===== config.mk =====
export PLATFORM = sky130hd
export DESIGN_NAME = program_loader_flat
export DESIGN_NICKNAME = d
export VERILOG_FILES = /design/src/rtl/program_loader_if.sv /design/src/rtl/program_loader.sv /design/src/flat_wrapper.sv
export SDC_FILE = /design/constraint.sdc
export NUM_CORES = 1
export LEC_CHECK = 0
export ABC_AREA = 1
export ABC_CLOCK_PERIOD_IN_PS = 3300
export CORE_ASPECT_RATIO = 1.5
export CORE_MARGIN = 5
export CORE_UTILIZATION = 50
export DETAILED_ROUTE_END_ITERATION = 8
export GPL_TIMING_DRIVEN = 1
export PLACE_DENSITY = 0.84
export SYNTH_ARGS = -nofsm -noshare
export SYNTH_HDL_FRONTEND = slang
export SYNTH_SLANG_ARGS = --single-unit

===== constraint.sdc =====
create_clock -name clock -period 3.3 [get_ports clock]
set_input_delay 0.33 -clock clock [delete_from_list [all_inputs] [get_ports clock]]
set_output_delay 0.33 -clock clock [all_outputs]
set_load 0.01 [all_outputs]

===== src/rtl/program_loader_if.sv =====
// Bus bundle between the program loader and the processor load/run/dump port,
// including the host-side program input stream and the result output stream.
interface program_loader_if #(
  parameter int ADDR_W = 9,
  parameter int DATA_W = 32,
  parameter int RID_W  = 4
);
  logic              in_valid;
  logic              in_ready;
  logic [DATA_W-1:0] in_data;
  logic [ADDR_W-1:0] addr;
  logic              wEn;
  logic [DATA_W-1:0] wDat;
  logic              working;
  logic [RID_W-1:0]  rID;
  logic [DATA_W-1:0] rdata;
  logic              out_valid;
  logic              out_ready;
  logic [DATA_W-1:0] out_data;
  logic [RID_W-1:0]  out_idx;

  modport master (
    input  in_valid, in_data, rdata, out_ready,
    output in_ready, addr, wEn, wDat, working, rID, out_valid, out_data, out_idx
  );

  modport slave (
    output in_valid, in_data, rdata, out_ready,
    input  in_ready, addr, wEn, wDat, working, rID, out_valid, out_data, out_idx
  );
endinterface


===== src/rtl/program_loader.sv =====
// Host-side sequencer: streams a program into instruction memory, runs the
// processor for a fixed number of cycles, then dumps the register file.
module program_loader #(
  parameter int ADDR_W   = 9,
  parameter int DATA_W   = 32,
  parameter int RID_W    = 4,
  parameter int NUM_REGS = 6,
  parameter int RUN_W    = 16
) (
  input  logic              clock,
  input  logic              reset_n,
  input  logic              start,
  input  logic [ADDR_W:0]   prog_len,
  input  logic [RUN_W-1:0]  run_cycles,
  program_loader_if.master  bus,
  output logic              busy,
  output logic              done
);

  typedef enum logic [2:0] {
    S_IDLE,
    S_LOAD,
    S_SETTLE,
    S_RUN,
    S_GAP,
    S_DUMP_RD,
    S_DUMP_OUT
  } state_e;

  localparam logic [ADDR_W:0]  LEN_ONE  = {{ADDR_W{1'b0}}, 1'b1};
  localparam logic [RUN_W-1:0] RUN_ONE  = {{(RUN_W-1){1'b0}}, 1'b1};
  localparam logic [RID_W-1:0] RID_ONE  = {{(RID_W-1){1'b0}}, 1'b1};
  localparam logic [RID_W-1:0] LAST_RID = RID_W'(NUM_REGS - 1);

  state_e            state_q, state_d;
  logic [ADDR_W:0]   len_q, len_d;
  logic [ADDR_W:0]   cnt_q, cnt_d;
  logic [RUN_W-1:0]  run_cnt_q, run_cnt_d;
  logic              in_ready_q, in_ready_d;
  logic [ADDR_W-1:0] addr_q, addr_d;
  logic              wen_q, wen_d;
  logic [DATA_W-1:0] wdat_q, wdat_d;
  logic              working_q, working_d;
  logic [RID_W-1:0]  rid_q, rid_d;
  logic              out_valid_q, out_valid_d;
  logic [DATA_W-1:0] out_data_q, out_data_d;
  logic [RID_W-1:0]  out_idx_q, out_idx_d;
  logic              busy_q, busy_d;
  logic              done_q, done_d;

  always_comb begin
    // NOTE: every _d gets a default before the case so no path can infer a latch.
    state_d     = state_q;
    len_d       = len_q;
    cnt_d       = cnt_q;
    run_cnt_d   = run_cnt_q;
    in_ready_d  = in_ready_q;
    addr_d      = addr_q;
    wen_d       = 1'b0;
    wdat_d      = wdat_q;
    working_d   = working_q;
    rid_d       = rid_q;
    out_valid_d = out_valid_q;
    out_data_d  = out_data_q;
    out_idx_d   = out_idx_q;
    busy_d      = busy_q;
    done_d      = 1'b0;

    unique case (state_q)
      S_IDLE: begin
        if (start) begin
          len_d     = prog_len;
          run_cnt_d = run_cycles;
          cnt_d     = '0;
          rid_d     = '0;
          busy_d    = 1'b1;
          if (prog_len == '0) begin
            state_d = S_SETTLE;
          end else begin
            state_d    = S_LOAD;
            in_ready_d = 1'b1;
          end
        end
      end
      S_LOAD: begin
        if (bus.in_valid && in_ready_q) begin
          // cnt is one bit wider than addr so a full-memory load terminates cleanly
          addr_d = cnt_q[ADDR_W-1:0];
          wdat_d = bus.in_data;
          wen_d  = 1'b1;
          cnt_d  = cnt_q + LEN_ONE;
          if (cnt_d == len_q) begin
            in_ready_d = 1'b0;
            state_d    = S_SETTLE;
          end
        end
      end
      S_SETTLE: state_d = S_RUN;
      S_RUN: begin
        if (run_cnt_q != '0) begin
          working_d = 1'b1;
          run_cnt_d = run_cnt_q - RUN_ONE;
        end else begin
          working_d = 1'b0;
          state_d   = S_GAP;
        end
      end
      S_GAP: state_d = S_DUMP_RD;
      S_DUMP_RD: begin
        out_data_d  = bus.rdata;
        out_idx_d   = rid_q;
        out_valid_d = 1'b1;
        state_d     = S_DUMP_OUT;
      end
      S_DUMP_OUT: begin
        if (bus.out_ready) begin
          out_valid_d = 1'b0;
          if (rid_q == LAST_RID) begin
            done_d  = 1'b1;
            busy_d  = 1'b0;
            state_d = S_IDLE;
          end else begin
            rid_d   = rid_q + RID_ONE;
            state_d = S_DUMP_RD;
          end
        end
      end
      default: state_d = S_IDLE;
    endcase
  end

  always_ff @(posedge clock or negedge reset_n) begin
    if (!reset_n) begin
      state_q     <= S_IDLE;
      len_q       <= '0;
      cnt_q       <= '0;
      run_cnt_q   <= '0;
      in_ready_q  <= 1'b0;
      addr_q      <= '0;
      wen_q       <= 1'b0;
      wdat_q      <= '0;
      working_q   <= 1'b0;
      rid_q       <= '0;
      out_valid_q <= 1'b0;
      out_data_q  <= '0;
      out_idx_q   <= '0;
      busy_q      <= 1'b0;
      done_q      <= 1'b0;
    end else begin
      // NOTE: non-blocking so every register samples pre-edge values regardless of order.
      state_q     <= state_d;
      len_q       <= len_d;
      cnt_q       <= cnt_d;
      run_cnt_q   <= run_cnt_d;
      in_ready_q  <= in_ready_d;
      addr_q      <= addr_d;
      wen_q       <= wen_d;
      wdat_q      <= wdat_d;
      working_q   <= working_d;
      rid_q       <= rid_d;
      out_valid_q <= out_valid_d;
      out_data_q  <= out_data_d;
      out_idx_q   <= out_idx_d;
      busy_q      <= busy_d;
      done_q      <= done_d;
    end
  end

  assign bus.in_ready  = in_ready_q;
  assign bus.addr      = addr_q;
  assign bus.wEn       = wen_q;
  assign bus.wDat      = wdat_q;
  assign bus.working   = working_q;
  assign bus.rID       = rid_q;
  assign bus.out_valid = out_valid_q;
  assign bus.out_data  = out_data_q;
  assign bus.out_idx   = out_idx_q;
  assign busy          = busy_q;
  assign done          = done_q;

endmodule


===== src/flat_wrapper.sv =====
// flat-port wrapper written by rule: the top's interface ports become plain ports
module program_loader_flat 
#(
  parameter int ADDR_W   = 9,
  parameter int DATA_W   = 32,
  parameter int RID_W    = 4,
  parameter int NUM_REGS = 6,
  parameter int RUN_W    = 16
)
  (clock, reset_n, start, prog_len, run_cycles, busy, done, bus_in_valid, bus_in_data, bus_rdata, bus_out_ready, bus_in_ready, bus_addr, bus_wEn, bus_wDat, bus_working, bus_rID, bus_out_valid, bus_out_data, bus_out_idx);
  program_loader_if #(.ADDR_W(ADDR_W), .DATA_W(DATA_W), .RID_W(RID_W)) bus_i ();
  input  logic clock;
  input  logic reset_n;
  input  logic start;
  input  logic [ADDR_W:0] prog_len;
  input  logic [RUN_W-1:0] run_cycles;
  output logic busy;
  output logic done;
  input wire logic [$bits(bus_i.in_valid)-1:0] bus_in_valid;
  input wire logic [$bits(bus_i.in_data)-1:0] bus_in_data;
  input wire logic [$bits(bus_i.rdata)-1:0] bus_rdata;
  input wire logic [$bits(bus_i.out_ready)-1:0] bus_out_ready;
  output wire logic [$bits(bus_i.in_ready)-1:0] bus_in_ready;
  output wire logic [$bits(bus_i.addr)-1:0] bus_addr;
  output wire logic [$bits(bus_i.wEn)-1:0] bus_wEn;
  output wire logic [$bits(bus_i.wDat)-1:0] bus_wDat;
  output wire logic [$bits(bus_i.working)-1:0] bus_working;
  output wire logic [$bits(bus_i.rID)-1:0] bus_rID;
  output wire logic [$bits(bus_i.out_valid)-1:0] bus_out_valid;
  output wire logic [$bits(bus_i.out_data)-1:0] bus_out_data;
  output wire logic [$bits(bus_i.out_idx)-1:0] bus_out_idx;
  assign bus_i.in_valid = bus_in_valid;
  assign bus_i.in_data = bus_in_data;
  assign bus_i.rdata = bus_rdata;
  assign bus_i.out_ready = bus_out_ready;
  assign bus_in_ready = bus_i.in_ready;
  assign bus_addr = bus_i.addr;
  assign bus_wEn = bus_i.wEn;
  assign bus_wDat = bus_i.wDat;
  assign bus_working = bus_i.working;
  assign bus_rID = bus_i.rID;
  assign bus_out_valid = bus_i.out_valid;
  assign bus_out_data = bus_i.out_data;
  assign bus_out_idx = bus_i.out_idx;
  program_loader #(.ADDR_W(ADDR_W), .DATA_W(DATA_W), .RID_W(RID_W), .NUM_REGS(NUM_REGS), .RUN_W(RUN_W)) u_core (.clock(clock), .reset_n(reset_n), .start(start), .prog_len(prog_len), .run_cycles(run_cycles), .bus(bus_i), .busy(busy), .done(done));
endmodule

# After elaboration in Yosys (flattened, before gate mapping)
# Index checks and enable logic that the tools add are counted.
# totals
ff_bits	126
latch_bits	0
ram_bits	0
mem_bits_ro	0
in_bits	95
memories	0
# op_classes
n_addsub	3
n_mul	0
div	0
order_cmp	0
n_eq_ne	17
n_shift	0
muxes	35
bitwise	0
reduce_logical	17
# ops
op	count
16-bit two-way mux	2
16-bit one-hot mux with 2 select lines	1
3-bit one-hot mux with 7 select lines	1
10-bit two-way mux	2
10-bit one-hot mux with 2 select lines	1
3-bit two-way mux	6
16-bit nonzero test	1
16-bit by 1-bit subtractor with 16-bit output (second input constant)	1
1-bit two-way mux	14
4-bit two-way mux	3
10-bit by 1-bit adder with 10-bit output (second input constant)	1
10-bit == test	1
10-bit logical NOT	1
2-bit inequality test (second input constant)	5
5-bit AND reduction	2
3-bit == test (second input constant)	3
2-bit by 1-bit inequality test with 1-bit output (second input constant)	4
4-bit one-hot mux with 2 select lines	1
4-bit AND reduction	2
2-bit nonzero test	4
3-bit by 2-bit == test with 1-bit output (second input constant)	2
1-bit one-hot mux with 2 select lines	3
2-bit AND reduction	3
3-bit AND reduction	2
other kinds (6)	6

# Logic depth before layout (Yosys ltp)
# Gate-level depths: netlist (run 1).
# depth
word_depth	5
ltp_mapped	16

# Worst setup path before layout (run 1)
# OpenSTA, ideal clock, no wires.
# synth_timing
kind	register to register
start	reg u_core.run_cnt_q[0]
end	reg u_core.state_q[0]
setup_ns	0.117
t_arrival_ns	1.614
slack_ns	1.569
stages_incl_launch_ff	12
n_path_buf	0
path_cell_list	dfrtp_1 inv_1 ha_1 inv_2 nor2_2 nand2_1 o31ai_4 inv_1 nor3b_4 nand2_2 nand2_1 nand2_1
# synth_between
elab_chain_cells	3
# synth_lines
element	line_no	rtl
from (decl)	program_loader.sv:38	logic [RUN_W-1:0] run_cnt_q, run_cnt_d;
from (signal assigned)	program_loader.sv:154	run_cnt_q <= run_cnt_d;
16-bit nonzero test	program_loader.sv:100	if (run_cnt_q != '0) begin
2-bit inequality test (no source line)	--	
5-bit AND reduction (no source line)	--	
to (signal assigned)	program_loader.sv:151	state_q <= state_d;
to (decl)	program_loader.sv:35	state_e state_q, state_d;
# No other way between the ends.
# A chain may end at the register's enable or synchronous reset.

# Worst setup path in the final report (run 1)
# layout_timing
start	reg u_core.run_cnt_q[0]
end	reg u_core.run_cnt_q[13]
# layout_between
elab_chain_cells	3
word_cells_on_any_way	6
cone_classes	add/sub: 1; eq/ne: 1; mux: 2; reduce/logical: 2
# layout_lines
element	line_no
16-bit by 1-bit subtractor with 16-bit output / 16-bit nonzero test (equally long branches)	program_loader.sv:102, program_loader.sv:100
16-bit two-way mux / 2-bit by 1-bit inequality test with 1-bit output (equally long branches)	--
16-bit one-hot mux with 2 select lines / 3-bit AND reduction (equally long branches)	--
# Parallel ways exist; a longest one is shown, timed or not. The select of a mux whose other input is x is not followed.

==> results of run 1 <==
-- worst max-delay path, stage by stage, from the launching register on --
cell and delay [ps]:
dfrtp_1 410, inv_1 100, ha_1 190, inv_2 60
nor2_2 210, nand2_1 130, o31ai_4 220, nand2_1 580
a21oi_1 340, a21oi_1 60
-- metal layers --
metal	part of all wire	wire length, um	vias to the layer above
met5	0	0	-
met3	0.061	954	40
met4	0.038	595	0
met1	0.37	5870	2451
li1	-	-	2462
met2	0.53	8300	226
-- flip-flops by register name, indices dropped and copies added, names as in the netlist --
name and cells:
u_core.bus.in_ready 1, u_core.bus.working 1, u_core.state_q 3, u_core.bus.addr 9, u_core.bus.wEn 1, u_core.bus.out_data 32, u_core.busy 1, u_core.bus.wDat 32
u_core.cnt_q 10, u_core.len_q 10, u_core.bus.out_idx 4, u_core.run_cnt_q 16, u_core.bus.out_valid 1, u_core.bus.rID 4, u_core.done 1
-- Yosys cell counts (all sizes together) (7+ instances only) --
cell type and n:
dfrtp 126, nand3 34, buf 11, nand2 214, nand4 7, a31oi 7
nor3 9, inv 56, clkbuf 9, nor2 42, mux2 33, o21ai 48
a21oi 8
-- how the worst min path moves through the flow --
stage | start | endpoint | slack, ps | cells past startpoint
3_5_place_dp | reset_n | u_core.bus.out_idx[0]$_DFFE_PN0P_ | 330 | 1
2_1_floorplan | reset_n | u_core.bus.addr[0]$_DFFE_PN0P_ | 30 | 0
5_1_grt | reset_n | u_core.bus.out_idx[0]$_DFFE_PN0P_ | 470 | 2
3_3_place_gp | reset_n | u_core.bus.out_idx[0]$_DFFE_PN0P_ | 330 | 1
6_report | reset_n | u_core.bus.out_idx[0]$_DFFE_PN0P_ | 420 | 2
4_1_cts | reset_n | u_core.bus.wEn$_DFF_PN0_ | 440 | 2
-- per-stage QoR --
step / total power, W / util / hold WS, ps
floorplan: 0.00423 / - / 34.4
global placement: 0.00556 / 0.676 / 326
detailed placement: 0.00572 / 0.676 / 335
CTS: 0.00751 / 0.726 / 441
global route: 0.00794 / 0.726 / 467
finish: 0.00746 / 0.726 / 423
-- cell usage in the layout, fill, tap and decap left out, types with 9 or more instances in the layout --
cell type,Yosys,routed
clkbuf_16,0,17
clkdlybuf4s50_1,0,180
dfrtp_1,126,126
inv_1,39,39
inv_2,17,17
mux2_2,33,33
nand2_1,209,208
nand3_1,32,32
nor2_1,34,34
o21ai_0,38,38
o21ai_1,9,9
-- logic make-up (layout without fill, tap and decap cells) --
family	after synthesis	after routing
DFF	126	126
adders and majority gates	4	4
and+or+nand+nor	315	315
AOI/OAI and AO/OA	80	80
muxes	33	33
xor gates and xnor gates	7	7
buffers and inverters	76	274
-- power breakdown --
group / switching (W) / leakage [nW] / internal (W)
Sequential: 0.000425 / 1.56 / 0.00220
Clock: 0.000712 / 0.272 / 0.00105
Combinational: 0.00155 / 1.92 / 0.00153
-- cell type report --
cell class	instances	area [sq um]	share of cell area
clock inverters	14	134	0.0161
multi-input cells	439	2360	0.283
repair buffers	186	1860	0.223
flip-flops and latches	126	3150	0.378
well taps	150	188	0.0225
inverters	56	210	0.0252
clock buffers	18	429	0.0515
==> metrics.md, run 1 <==
| Metric | Value |
|---|---|
| Synth cell types | `42` |
| Largest family of logic cells by synthesized area | `simple AND/OR/NAND/NOR gates` |
| CTS resizes | `0` |
| Initial antenna violation count | `0` |
| Post-synthesis mux area share | `0.0640` |
| Worst-case clock buffer depth | `2` |
| Reg2reg end | `u_core.run_cnt_q[13]$_DFFE_PN0P_` |
| N_diodes | `0` |
| Rel. slew slack | `0.375` |
| CTS tree | `built` |
| Clock sinks | `roughly 130` |
| Inst Count DP | `956` |
| Die height | `142 um` |
| Register area share after synthesis | `0.543` |
| PwrDens | `896 nW/um^2` |
| PortBufs | `roughly 180` |
| Number of I/O pins | `182` |
| Die W | `98 um` |
| Mapped Area | `5810 sq um` |
| Die ar. | `about 14,000 sq um` |
| Synth Flop Type | `dfrtp_1` |
| CP startpoint kind | `register` |
| GRT Total Usage | `0.231` |
| Synthesis-to-layout area growth | `43.5%` |
| Worst r2r src | `u_core.run_cnt_q[0]$_DFFE_PN0P_` |
| R2R depth | `9` |
| Nets | `925` |
| Design Area, Final | `8330 sq um` |
| Routability cong. | `roughly 0.86` |
| Critical Path End Type | `register` |
| Minimum clock period | `2460 ps` |
| Syn avg cell area | `9.06 sq um` |
| Final Hold Fails | `0` |
| F_max | `around 0.4 GHz` |
| Post-synthesis compound-gate area fraction | `0.0801` |
| Number of routed nets with antenna violations | `0` |
| Synth Area in XOR/XNOR | `0.0129` |
| Post-synth top area cell | `dfrtp_1` |
| Cells after synthesis | `641` |
| Largest net degree at the start of global routing | `63` |
| Synthesized flop and latch total | `around 130` |
| Root Buffer | `clkbuf_16` |
| Post-CTS Setup Repair Bufs | `0` |
| Critical Path Sink | `u_core.run_cnt_q[13]$_DFFE_PN0P_` |
| Fillers | `818` |
| CTS Buf Count | `17` |
| Hold Crit Class | `in -> async` |
| Setup TNS | `0 ps` |
| M3 GR Usage | `0.0569` |
| Final Setup Violations | `0` |
| Period utilization | `0.746` |
| Critical Path RT | `3550 ps` |
| Placement Setup Slack | `880 ps` |
| Synth top area share | `0.543` |
| GR peak layer | `met2` |
| Leakage | `3.75 nW` |
| Post-route insts no fill | `about 1,000` |
| RSZ-0062 raised after global routing | `no` |
| CP startpoint | `u_core.run_cnt_q[0]$_DFFE_PN0P_` |
| CP Class | `reg -> reg` |
| CTS H-tree lvls | `4` |
| Share of cells above drive strength 1 | `0.133` |
| Vias | `a little over 5,000` |
| First-pass GRT wire length | `25,900 um` |
| Routed WL | `15,700 um` |
| Worst Path Arrival | `about 2700 ps` |
| CP max FO | `32` |
| Final setup margin | `838 ps` |
| CTS Hold Bufs | `1` |
| Maxcap violations | `0` |
| Clock transition at the registers of the reported paths | `60 ps` |
| Max rail drop VDD | `about 0.55 mV` |
| DRC | `0` |
| Ys async rst share | `1.00` |
| Post-synth EDFFs | `0` |
| Core area | `11,500 sq um` |
| Starting density of the core | `0.506` |
| DP HPWL | `11,800 um` |
| Worst R2R Setup Slack | `840 ps` |
| DR iter-0 viols | `305` |
| Placed Area | `slightly below 8000 sq um` |
| Remaining Overflow, GRT | `0` |
| Clock Skew | `11.4 ps` |
| Row count | `between 40 and 50` |
| M1 GR Usage | `0.258` |
| Met2 Track Usage GR | `0.415` |
| Vias in the first global route | `5,399` |
| Post-Synth Adder-Cell Area | `0.00862` |
| Clk_lat worst skew | `410 ps` |
| Vias per cell | `5.24` |
| Max Slew Vio Count | `0` |
| Syn_nets | `between 700 and 800` |
| Slew @ Worst Pin | `approximately 930 ps` |
| Outcome | `finished clean` |
| Ranking of synthesized cells by area | `dfrtp_1 (54%), nand2_1 (14%), mux2_2 (6.4%)` |
| Yosys warning count | `0` |
| Drt wl/cell | `15.9 um` |
| Simple-gate area share of the yosys netlist | `0.240` |
| Detailed-router iteration count before antenna repair | `6` |
(Power assumes the default switching activity.)
==> run 2: changes to the inputs <==
--- a/config.mk
+++ b/config.mk
@@ -6,13 +6,13 @@
 export NUM_CORES = 1
 export LEC_CHECK = 0
 export ABC_AREA = 1
-export ABC_CLOCK_PERIOD_IN_PS = 3300
+export ABC_CLOCK_PERIOD_IN_PS = 2200
 export CORE_ASPECT_RATIO = 1.5
 export CORE_MARGIN = 5
-export CORE_UTILIZATION = 50
+export CORE_UTILIZATION = 42
 export DETAILED_ROUTE_END_ITERATION = 8
 export GPL_TIMING_DRIVEN = 1
-export PLACE_DENSITY = 0.84
+export PLACE_DENSITY = 0.75
 export SYNTH_ARGS = -nofsm -noshare
 export SYNTH_HDL_FRONTEND = slang
 export SYNTH_SLANG_ARGS = --single-unit
==> constraint.sdc (replaced) <==
create_clock -name clock -period 2.2 [get_ports clock]
set_input_delay 0.22 -clock clock [delete_from_list [all_inputs] [get_ports clock]]
set_output_delay 0.22 -clock clock [all_outputs]
set_load 0.01 [all_outputs]
==> run 2 against run 1 <==
Net effect: sequential power up 50%; combinational power up 51%; die area up 17%; count of clock-buffer cells in the layout unchanged; worst setup slack worse by 570 ps.
==> metrics.md, run 2 (synthesized netlist as in run 1, its figures left out) <==
| Metric | Value |
|---|---|
| RSZ-0062 raised after global routing | `no` |
| Most frequent cells in the layout | `nand2_1 (209), clkdlybuf4s50_1 (180), dfrtp_1 (126)` |
| Max rail drop VDD | `0.689 mV` |
| Root Buffer | `clkbuf_16` |
| Maxcap violations | `0` |
| Nets | `932` |
| Outcome | `finished clean` |
| Vias | `around 5,100` |
| Remaining Overflow, GRT | `0` |
| Vias in the first global route | `approximately 5,300` |
| Clock Skew | `7.73 ps` |
| First-pass GRT wire length | `26,000 um` |
| Slew @ Worst Pin | `531 ps` |
| Synthesis-to-layout area growth | `46.2%` |
| Leakage | `3.83 nW` |
| Rel. slew slack | `0.646` |
| CP startpoint kind | `register` |
| CTS H-tree lvls | `4` |
| Worst-case clock buffer depth | `2` |
| PortBufs | `~180` |
| Die ar. | `16,300 sq um` |
| DP HPWL | `12,100 um` |
| Routed WL | `16,000 um` |
| CTS tree | `built` |
| Reg2reg end | `u_core.state_q[0]$_DFFE_PN0P_` |
| R2R depth | `11` |
| Hold Crit Class | `in -> async` |
| Row count | `52` |
| Max Slew Vio Count | `0` |
| Number of I/O pins | `182` |
| Worst hold slack | `323 ps` |
| Setup TNS | `0 ps` |
| Critical Path End Type | `register` |
| CP Class | `reg -> reg` |
| Clk_lat worst skew | `410 ps` |
| Minimum clock period | `1930 ps` |
| F_max | `about 0.52 GHz` |
| Critical Path Sink | `u_core.state_q[0]$_DFFE_PN0P_` |
| GR peak layer | `met2` |
| Fillers | `roughly 1,100` |
| Period utilization | `0.879` |
| GRT Total Usage | `0.199` |
| Critical Path RT | `between 2000 and 3000 ps` |
| Post-layout util | `0.628` |
| Worst R2R Setup Slack | `~270 ps` |
| Most common cell after layout, fill and taps aside | `nand2_1` |
| CP max FO | `4` |
| Final Hold Fails | `0` |
| DRC | `0` |
| Worst r2r src | `u_core.run_cnt_q[0]$_DFFE_PN0P_` |
| Die W | `106 um` |
| M1 GR Usage | `0.210` |
| Clock sinks | `126` |
| Number of routed nets with antenna violations | `0` |
| Routability cong. | `0.907` |
| CTS resizes | `0` |
| Core area | `13,500 sq um` |
| CP startpoint | `u_core.run_cnt_q[0]$_DFFE_PN0P_` |
| Final Setup Violations | `0` |
| Met2 Track Usage GR | `0.366` |
| Largest net degree at the start of global routing | `54` |
| Detailed-router iteration count before antenna repair | `4` |
| Die height | `154 um` |
| Worst Path Arrival | `2240 ps` |
| M3 GR Usage | `0.0596` |
| DR iter-0 viols | `approximately 200` |
| Drt wl/cell | `~16 um` |
| Share of cells above drive strength 1 | `0.139` |
| Clock transition at the registers of the reported paths | `60 ps` |
| Starting density of the core | `0.429` |
| N_diodes | `0` |
| Initial antenna violation count | `0` |
| CTS Buf Count | `17` |
| PwrDens | `1380 nW/um^2` |
| Vias per cell | `5.08` |
==> run 2: worst max-delay path, cell delays in order (launching register included) <==
cell and delay [ps]:
dfrtp_1 400, inv_1 120, ha_1 190, inv_2 50, nor2_2 180, nand2_1 120, o31ai_4 220, inv_1 120
nor3b_4 260, nand2_2 70, nand2_1 50, nand2_1 40
==> run 2: worst min-delay path by stage <==
stage	startpoint	endpoint	slack, ps	depth (start not counted)
2_1_floorplan	reset_n	u_core.bus.addr[0]$_DFFE_PN0P_	-80	0
3_3_place_gp	reset_n	u_core.len_q[8]$_DFFE_PN0P_	230	1
3_5_place_dp	reset_n	u_core.len_q[8]$_DFFE_PN0P_	240	1
4_1_cts	bus_in_data[11]	u_core.bus.wDat[11]$_DFFE_PN0P_	330	3
5_1_grt	bus_in_data[11]	u_core.bus.wDat[11]$_DFFE_PN0P_	360	3
6_report	reset_n	u_core.len_q[8]$_DFFE_PN0P_	320	2
==> run 2: cell type report <==
cell class,count,area (sq um),area share
well taps,162,203,0.0239
clock inverters,14,230,0.0271
flip-flops and latches,126,3150,0.371
multi-input cells,439,2350,0.277
repair buffers,193,1910,0.225
clock buffers,18,429,0.0505
inverters,56,210,0.0247
==> run 2: stage by stage <==
stage	instances	instance area, sq um	setup WS [ps]	power (W)
floorplan	641	5810	469	0.00635
global placement	975	7820	385	0.00844
detailed placement	975	7820	256	0.00866
CTS	1008	8490	251	0.0118
global route	1008	8490	88.0	0.0124
finish	1008	8490	267	0.0117
==> run 2: routing by layer <==
metal / wire [um] / up-vias
met1: 5810 / 2406
met3: 1110 / 39
li1: - / 2470
met2: 8600 / 207
met4: 448 / 0
met5: 0 / -
==> run 2: where the power goes <==
| part | switching, W | internal (W) | total (W) | leakage, nW |
|---|---|---|---|---|
| Clock | 0.00109 | 0.00204 | 0.00312 | 0.318 |
| Combinational | 0.00232 | 0.00234 | 0.00466 | 1.95 |
| Sequential | 0.000639 | 0.00329 | 0.00393 | 1.56 |
| Total | 0.00405 | 0.00767 | 0.0117 | 3.83 |
==> run 2: what timing repair did <==
action                    in CTS  in global routing
hold endpoints to repair      37                  0
hold buffers                   1                  0
buffers inserted               0                  0
==> run 3: changes to the inputs <==
--- a/config.mk
+++ b/config.mk
@@ -11,7 +11,7 @@
 export CORE_MARGIN = 5
 export CORE_UTILIZATION = 42
 export DETAILED_ROUTE_END_ITERATION = 8
-export GPL_TIMING_DRIVEN = 1
+export GPL_TIMING_DRIVEN = 0
 export PLACE_DENSITY = 0.75
 export SYNTH_ARGS = -nofsm -noshare
 export SYNTH_HDL_FRONTEND = slang
==> run 3 against run 2 <==
Net effect: critical path depth decreased by 1; non-clock buffer count increased by 10; sequential power about the same; clock skew decreased by 1.1 ps; routed wire length decreased by 3.7%; via count decreased by 2.2%; combinational power about the same; count of clock-buffer cells in the layout increased by 2; clock power about the same; total power decreased by 0.24%; sequential share of layout area decreased by 0.16 points; sequential cell count unchanged; critical endpoint is now u_core.run_cnt_q[14]$_DFFE_PN0P_.
==> metrics.md, run 3 (synthesized netlist as in run 1, its figures left out) <==
| Metric | Value |
|---|---|
| CTS H-tree lvls | `4` |
| Vias in the first global route | `5,164` |
| Routability cong. | `0.868` |
| Synthesis-to-layout area growth | `46.9%` |
| GRT Total Usage | `0.194` |
| Root Buffer | `clkbuf_16` |
| N_diodes | `0` |
| Outcome | `finished clean` |
| Critical Path, Cell by Cell | `inv_1, ha_1, inv_2, nor2_4, nand2_1, o31ai_4, nand2_1, buf_2, o211ai_1, o21ai_0` |
| Starting density of the core | `0.429` |
| Max rail drop VDD | `0.596 mV` |
| Nets | `942` |
| Remaining Overflow, GRT | `0` |
| Most frequent cells in the layout | `nand2_1 (209), clkdlybuf4s50_1 (180), dfrtp_1 (126)` |
| Clock share of power | `0.268` |
| CP bufs+invs | `3` |
| CP startpoint kind | `register` |
| Routed WL | `approximately 15,000 um` |
| Critical Path End Type | `register` |
| Rel. slew slack | `0.651` |
| Initial antenna violation count | `0` |
| CP Class | `reg -> reg` |
| Minimum clock period | `a little under 2000 ps` |
| Number of routed nets with antenna violations | `0` |
| Max Slew Vio Count | `0` |
| Critical Path RT | `2480 ps` |
| Row count | `52` |
| Crit path max-delay family | `compound AO/OA/AOI/OAI gates` |
| Clock transition at the registers of the reported paths | `about 60 ps` |
| Vias per cell | `4.92` |
| Total power | `roughly 0.012 W` |
| PwrDens | `1370 nW/um^2` |
| CTS Buf Count | `17` |
| Maxcap violations | `0` |
| Most common cell after layout, fill and taps aside | `nand2_1` |
| Design Area, Final | `8530 sq um` |
| Drt wl/cell | `15.1 um` |
| DR iter-0 viols | `220` |
| Period utilization | `0.891` |
| Vias | `5,007` |
| Leakage | `3.83 nW` |
| Switching power | `roughly 0.0040 W` |
| DRC | `0` |
| Most used cell, CP | `nand2_1` |
| Setup TNS | `0 ps` |
| Slowest cell on the critical path | `dfrtp_1` |
| Sequential power share | `0.334` |
| RSZ-0062 raised after global routing | `no` |
| Internal power | `0.00772 W` |
| First-pass GRT wire length | `25,300 um` |
| Post-CTS Setup Repair Bufs | `0` |
| PortBufs | `181` |
| Detailed-router iteration count before antenna repair | `4` |
| Core area | `13,500 sq um` |
| CP max FO | `10` |
| Slew @ Worst Pin | `approximately 520 ps` |
| Share of cells above drive strength 1 | `0.139` |
| Placed Area | `about 7900 sq um` |
| Die W | `106 um` |
| CTS tree | `built` |
| CP max stage delay | `around 400 ps` |
| Die height | `154 um` |
| Largest net degree at the start of global routing | `93` |
| DP HPWL | `11,500 um` |
| Number of I/O pins | `182` |
| Comb pwr share | `0.398` |
| Hold Crit Class | `in -> async` |
| Sw Share | `0.339` |
| Clk_lat worst skew | `400 ps` |
| Worst-case clock buffer depth | `2` |
| Worst Path Arrival | `2240 ps` |
| Clock sinks | `126` |
| Clock Skew | `about 6.6 ps` |
| Final Hold Fails | `0` |
| Die ar. | `16,300 sq um` |
| F_max | `0.510 GHz` |
| Final Setup Violations | `0` |
==> run 3: cell type report <==
cell class	count	area (sq um)
Tap cell	162	203
Timing Repair Buffer	183	1850
Clock buffer	20	457
Buffer	20	91.3
Fill cell	1124	5000
Multi-Input combinational cell	439	2360
Sequential cell	126	3150
Inverter	56	210
Clock inverter	12	206
==> run 3: metrics by stage <==
stage / worst slack [ps] / std cells / hold slack (ps) / utilization
CTS: 164 / 1018 / 279 / 0.630
detailed placement: 177 / 985 / 143 / 0.580
global route: 40.5 / 1018 / 319 / 0.630
finish: 241 / 1018 / 280 / 0.630
floorplan: 469 / 641 / -75.6 / -
global placement: -4300 / 984 / 453 / 0.578
==> run 3: per-layer routing <==
metal  global-route usage  routed length, um  up-vias
li1                     -                  -     2490
met1                0.219               6060     2342
met2                0.356               8240      155
met3               0.0424                770       20
met4               0.0710                296        0
met5                    0                  0        -
==> run 3: path summary, 6_finish.rpt <==
| check | start | to | slack [ps] | depth (start not counted) |
|---|---|---|---|---|
| worst max register to register | u_core.run_cnt_q[0]$_DFFE_PN0P_ | u_core.run_cnt_q[14]$_DFFE_PN0P_ | 240 | 10 |
| worst min register to register | u_core.bus.wDat[18]$_DFFE_PN0P_ | u_core.bus.wDat[18]$_DFFE_PN0P_ | 470 | 2 |
| worst min-delay path | reset_n | u_core.bus.wDat[1]$_DFFE_PN0P_ | 280 | 2 |
| max in group asynchronous | reset_n | u_core.bus.out_idx[3]$_DFFE_PN0P_ | 1150 | 3 |
| worst max-delay path | u_core.run_cnt_q[0]$_DFFE_PN0P_ | u_core.run_cnt_q[14]$_DFFE_PN0P_ | 240 | 10 |
| min in group clock | bus_in_data[11] | u_core.bus.wDat[11]$_DFFE_PN0P_ | 350 | 3 |
==> run 3: repair_timing <==
item | in CTS | in global routing
endpoints found under the setup margin | 0 | 2
resized for setup | 0 | 1
hold buffers | 1 | 0
hold endpoints to repair | 34 | 0
==> run 3: power by group through the flow <==
stage               combinational, W  clock, W  sequential (W)
global placement             0.00462         0         0.00390
global route                 0.00513   0.00330         0.00405
floorplan                    0.00215         0         0.00420
detailed placement           0.00470         0         0.00394
finish                       0.00465   0.00313         0.00391
CTS                          0.00472   0.00319         0.00391
